**config.mk**
```make
export PLATFORM = sky130hd
export DESIGN_NAME = gpr_port_ctrl
export DESIGN_NICKNAME = d
export VERILOG_FILES = /design/src/rtl/gpr_port_ctrl.sv
export SDC_FILE = /design/constraint.sdc
export NUM_CORES = 1
export LEC_CHECK = 0
export ABC_AREA = 0
export CORE_MARGIN = 3
export CORE_UTILIZATION = 55
export DETAILED_ROUTE_END_ITERATION = 12
export GPL_TIMING_DRIVEN = 0
export HOLD_SLACK_MARGIN = 0.1
export PLACE_DENSITY_LB_ADDON = 0.1
export SLEW_MARGIN = 20
export SYNTH_ARGS = -nofsm -noshare
export SYNTH_HDL_FRONTEND = slang
export SYNTH_SLANG_ARGS = --single-unit
```
**constraint.sdc**
```tcl
create_clock -name clk -period 10.49 [get_ports clk]
set_input_delay 1.049 -clock clk [delete_from_list [all_inputs] [get_ports clk]]
set_output_delay 1.049 -clock clk [all_outputs]
set_load 0.02 [all_outputs]
```
**src/rtl/gpr_port_ctrl.sv**
```systemverilog
// gpr_port_ctrl: scoreboarded operand fetch for the GPR file plus a two-producer writeback FIFO feeding its single write port.
module gpr_port_ctrl #(
    parameter int XLEN      = 32,
    parameter int WBQ_DEPTH = 4
) (
    input  logic            clk,
    input  logic            rst,
    input  logic            issue_valid,
    output logic            issue_ready,
    input  logic [4:0]      issue_rs1,
    input  logic [4:0]      issue_rs2,
    input  logic [4:0]      issue_rd,
    input  logic            issue_rd_we,
    output logic            opnd_valid,
    input  logic            opnd_ready,
    output logic [XLEN-1:0] opnd_a,
    output logic [XLEN-1:0] opnd_b,
    output logic [4:0]      opnd_rd,
    input  logic            wb0_valid,
    output logic            wb0_ready,
    input  logic [4:0]      wb0_rd,
    input  logic [XLEN-1:0] wb0_data,
    input  logic            wb1_valid,
    output logic            wb1_ready,
    input  logic [4:0]      wb1_rd,
    input  logic [XLEN-1:0] wb1_data,
    output logic            rf_write_en,
    output logic [4:0]      rf_write_dest,
    output logic [XLEN-1:0] rf_write_data,
    output logic [4:0]      rf_read_addr_1,
    output logic [4:0]      rf_read_addr_2,
    input  logic [XLEN-1:0] rf_read_data_1,
    input  logic [XLEN-1:0] rf_read_data_2,
    output logic [31:0]     busy_mask
);
    localparam int AW = $clog2(WBQ_DEPTH);
    localparam int CW = AW + 1;
    typedef enum logic [1:0] {IDLE, CHECK, OUT} state_t;
    state_t          r_state, w_next;
    logic [4:0]      r_rs1, r_rs2, r_rd;
    logic            r_rd_we;
    logic [XLEN-1:0] r_opnd_a, r_opnd_b;
    logic [4:0]      r_opnd_rd;
    logic [31:0]     r_pending, w_pending_nxt;
    logic [4:0]      r_q_rd   [WBQ_DEPTH];
    logic [XLEN-1:0] r_q_data [WBQ_DEPTH];
    logic [AW-1:0]   r_wr_ptr, r_rd_ptr, w_wr1;
    logic [CW-1:0]   r_count, w_free;
    logic            w_hazard, w_go, w_set, w_accept;
    logic            w_push0, w_push1, w_pop;

    assign issue_ready    = r_state == IDLE;
    assign opnd_valid     = r_state == OUT;
    assign opnd_a         = r_opnd_a;
    assign opnd_b         = r_opnd_b;
    assign opnd_rd        = r_opnd_rd;
    assign rf_read_addr_1 = r_rs1;
    assign rf_read_addr_2 = r_rs2;
    assign busy_mask      = r_pending;
    assign w_accept = issue_ready && issue_valid;
    assign w_hazard = (r_rs1 != '0 && r_pending[r_rs1]) ||
                      (r_rs2 != '0 && r_pending[r_rs2]) ||
                      (r_rd_we && r_rd != '0 && r_pending[r_rd]);
    assign w_go     = r_state == CHECK && !w_hazard;
    assign w_set    = w_go && r_rd_we && r_rd != '0;
    // Free space ignores the same-cycle pop so ready never depends on the drain.
    assign w_free    = CW'(WBQ_DEPTH) - r_count;
    assign wb0_ready = w_free >= CW'(1);
    assign wb1_ready = w_free >= CW'(2);
    assign w_push0   = wb0_valid && wb0_ready && wb0_rd != '0;
    assign w_push1   = wb1_valid && wb1_ready && wb1_rd != '0;
    assign w_wr1     = r_wr_ptr + AW'(w_push0);
    assign w_pop         = r_count != '0;
    assign rf_write_en   = w_pop;
    assign rf_write_dest = r_q_rd[r_rd_ptr];
    assign rf_write_data = r_q_data[r_rd_ptr];

    always_ff @(posedge clk or posedge rst)
        if (rst) r_state <= IDLE;
        else     r_state <= w_next;

    always_comb begin
        w_next = r_state;
        case (r_state)
            IDLE:    w_next = issue_valid ? CHECK : IDLE;
            CHECK:   w_next = w_hazard ? CHECK : OUT;
            OUT:     w_next = opnd_ready ? IDLE : OUT;
            default: w_next = IDLE;
        endcase
    end

    // Set is applied after clear so a same-edge collision leaves the bit set.
    always_comb begin
        w_pending_nxt = r_pending;
        if (w_pop) w_pending_nxt[rf_write_dest] = 1'b0;
        if (w_set) w_pending_nxt[r_rd] = 1'b1;
        w_pending_nxt[0] = 1'b0;
    end

    always_ff @(posedge clk or posedge rst)
        if (rst) begin
            r_rs1     <= '0;
            r_rs2     <= '0;
            r_rd      <= '0;
            r_rd_we   <= 1'b0;
            r_opnd_a  <= '0;
            r_opnd_b  <= '0;
            r_opnd_rd <= '0;
            r_pending <= '0;
            r_wr_ptr  <= '0;
            r_rd_ptr  <= '0;
            r_count   <= '0;
        end else begin
            if (w_accept) begin
                r_rs1   <= issue_rs1;
                r_rs2   <= issue_rs2;
                r_rd    <= issue_rd;
                r_rd_we <= issue_rd_we;
            end
            if (w_go) begin
                r_opnd_a  <= r_rs1 == '0 ? '0 : rf_read_data_1;
                r_opnd_b  <= r_rs2 == '0 ? '0 : rf_read_data_2;
                r_opnd_rd <= r_rd;
            end
            r_pending <= w_pending_nxt;
            r_wr_ptr  <= w_wr1 + AW'(w_push1);
            r_rd_ptr  <= r_rd_ptr + AW'(w_pop);
            r_count   <= r_count + CW'(w_push0) + CW'(w_push1) - CW'(w_pop);
        end

    always_ff @(posedge clk) begin
        if (w_push0) begin
            r_q_rd[r_wr_ptr]   <= wb0_rd;
            r_q_data[r_wr_ptr] <= wb0_data;
        end
        if (w_push1) begin
            r_q_rd[w_wr1]   <= wb1_rd;
            r_q_data[w_wr1] <= wb1_data;
        end
    end
endmodule

```
==> metrics.md <==
| Metric | Value |
|---|---|
| Most common cell after layout, fill and taps aside | `clkdlybuf4s50_1` |
| Switching Share | `0.389` |
| # IOs | `313` |
| Post-CTS Setup Bufs | `0` |
| Die H | `164 um` |
| Row count | `57` |
| DR WL/cell | `21.8 um` |
| Share of cells above drive strength 1 | `0.219` |
| Crit path from | `wb0_rd[3]` |
| Non-Filler Instances | `1713` |
| Most frequent cells in the layout | `clkdlybuf4s50_1 (311), mux2_2 (178), edfxtp_1 (148), dfrtp_1 (125), nand2_1 (109)` |
| Period utilization | `0.520` |
| Die Footprint | `26900 sq um` |
| Slack of the critical path | `5030 ps` |
| Core Footprint | `24400 sq um` |
| Clk buf depth | `3` |
| Post_cts resized | `0` |
| Post-synth top flop | `edfxtp_1` |
| Crit path arrival time | `5630 ps` |
| Total CTS buffers | `29` |
| Outcome | `finished, final reports clean` |
| Area added between synthesis and finish | `33.5%` |
| Post-route cell area | `18300 sq um` |
| Final hold slack | `504 ps` |
| Clock sink count | `273` |
| Final Hold Viols | `0` |
| WL final | `37.3 mm` |
| Netlist cell types | `57` |
| Register bit total from synthesis | `273` |
| Int Pwr | `3.94 mW` |
| Initial DRC count | `713` |
| Clock Skews | `10.9 ps` |
| Unrepaired setup endpoints after global routing | `no` |
| Gp weighted congestion | `0.901` |
| Leak Pwr | `7.13 nW` |
| Clock power share | `0.161` |
| Mapped cell area | `13700 sq um` |
| Fill cell count | `1646` |
| Post-synth EDFFs | `148` |
| Fmax | `183 MHz` |
| Nets | `1534` |
| Placed insts | `1657` |
| Syn_area_per_cell | `13.5 sq um` |
| Critical path class | `input pin to flop` |
| Vias in the first global route | `10100` |
| Port Buf Inserts | `311` |
| Detail Route Antenna Nets | `0` |
| DRT Pass-1 Iters | `6` |
| Post-layout min period | `5460 ps` |
| Max FO, Critical Path | `37` |
| Total GRT Usage | `0.274` |
| Endpoint class of the critical path | `flop` |
| Relative slew slack | `0.276` |
| Least-Margin Pin Slew | `1080 ps` |
| PwrDens | `352 nW/um^2` |
| Clock Latency Late Sink | `560 ps` |
| FF-to-FF Start | `r_count[0]` |
| Die span in x | `164 um` |
| Gate power share | `0.524` |
| Drc violations | `0` |
| CP required | `10670 ps` |
| Placement Cell Area | `17300 sq um` |
| Hold buffer count at CTS | `0` |
| Clk slew on worst S/H paths | `60 ps` |
| Global-route wire length before repair | `57.1 mm` |
| Starting Density | `0.562` |
| Sequential Power Share | `0.314` |
| Routed via count | `9775` |
| Grt ovf | `0` |
| # setup viols final | `0` |
| CP startpoint kind | `input pin` |
| Max-slew violations | `0` |
| HP Class | `flop to flop` |
| Ys Warns | `0` |
| Sw power | `2.51 mW` |
| Via/cell ratio | `5.71` |
| Net count after synthesis | `1189` |
| Fraction of registers with async set/reset | `0.458` |
| HP Start | `opnd_rd[2]` |
| DP Wirelength | `26.7 mm` |
| Cell count after synthesis | `1019` |
| Seq/Total Area, Yosys | `0.552` |
| Largest net degree at the start of global routing | `95` |
| VDD IR max | `183 uV` |
| Setup TNS | `0 ps` |
| Antenna violations before repair | `2` |
| Pre-CTS setup slack | `4440 ps` |
| CTS tree | `done` |
| Max H-tree Level | `1` |
| CTS Root Cell | `clkbuf_16` |
| Max-cap violation count | `0` |
## kinds of logic (layout without fill, tap and decap cells)
group | after synthesis | in the layout | share of synthesized area
compound gates | 92 | 92 | 0.0395
xor+xnor | 6 | 6 | 0.00383
fa+ha+maj | 10 | 10 | 0.0102
buf+inv | 141 | 509 | 0.0475
flops | 273 | 273 | 0.552
mux | 305 | 305 | 0.280
other cells | 1 | 3 | 0.000273
simple gates | 191 | 191 | 0.0669
## flip-flops by register name, summed over array words and instances, names as in the netlist, 2 cells and up
register / cells
r_q_data: 128
opnd_a: 32
opnd_b: 32
busy_mask: 31
r_q_rd: 20
opnd_rd: 5
r_rd: 5
rf_read_addr_1: 5
rf_read_addr_2: 5
r_count: 3
r_rd_ptr: 2
r_state: 2
r_wr_ptr: 2
## worst paths after layout
kind | end | slack [ps] | cells past startpoint
setup / recovery | r_q_data[0][8] | 5030 | 10
hold / removal | opnd_rd[2] | 500 | 1
setup reg to reg | r_q_data[0][8] | 5190 | 12
hold reg to reg | opnd_rd[2] | 500 | 1
max in group asynchronous | busy_mask[30] | 8870 | 3
min in group asynchronous | opnd_b[6] | 850 | 2
## layer usage
metal,vias up,global-route usage,share of wire
met5,-,0,0.00038
met4,2,0.0880,0.030
met3,82,0.0578,0.081
met2,457,0.471,0.50
met1,4816,0.350,0.39
li1,4418,-,-
## synth_stat cells (3+ instances only)
library cell	n	share of area
dfrtp_1	125	0.23
clkbuf_1	34	0.0093
buf_12	5	0.0073
mux2_2	178	0.15
nor3b_1	5	0.0027
mux2i_1	82	0.060
buf_2	9	0.0033
inv_1	77	0.021
buf_1	10	0.0027
nand3b_1	7	0.0038
a21oi_1	4	0.0015
o21ai_0	60	0.022
edfxtp_1	148	0.32
o21ai_1	5	0.0018
a311oi_1	3	0.0019
and3b_1	4	0.0026
or3_1	3	0.0014
ha_1	8	0.0073
xnor2_1	3	0.0019
mux4_2	45	0.074
nor3_1	5	0.0018
buf_4	4	0.0022
nor2_1	15	0.0041
nand2_1	109	0.030
xor2_1	3	0.0019
and3_1	5	0.0023
nand2b_1	5	0.0023
nor2b_1	4	0.0018
nand3_1	14	0.0051
## power by group through the flow
stage	clock (mW)	sequential (mW)	combinational (mW)
after CTS	1.05	2.02	3.40
final	1.04	2.03	3.38
after detailed placement	0	2.04	3.38
after floorplan	0	2.20	1.84
after global routing	1.10	2.07	3.61
after global placement	0	2.03	3.30
## layout make-up
cell class,instances,area [sq um],share of cell area
plain buffers,64,363,0.0198
multi-input cells,605,5520,0.301
diodes,2,5.00,0.000273
flip-flops and latches,273,7570,0.414
clock inverters,22,233,0.0127
clock buffers,32,737,0.0403
inverters,77,297,0.0162
repair buffers,314,3180,0.174
well taps,324,405,0.0221
## worst max-delay path, cell delays in order
cell and delay [ps]:
clkdlybuf4s50_1 520, or4_1 540, o211ai_1 460, inv_1 170, ha_1 250, xor2_1 180
nor3_1 220, clkbuf_1 620, clkbuf_1 640, or2_2 960
## per-stage QoR
step | total power, mW | util
after CTS | 6.47 | 0.750
after floorplan | 4.05 | -
after global routing | 6.78 | 0.750
after global placement | 5.33 | 0.707
after detailed placement | 5.42 | 0.711
final | 6.45 | 0.751
(Power assumes the default switching activity.)
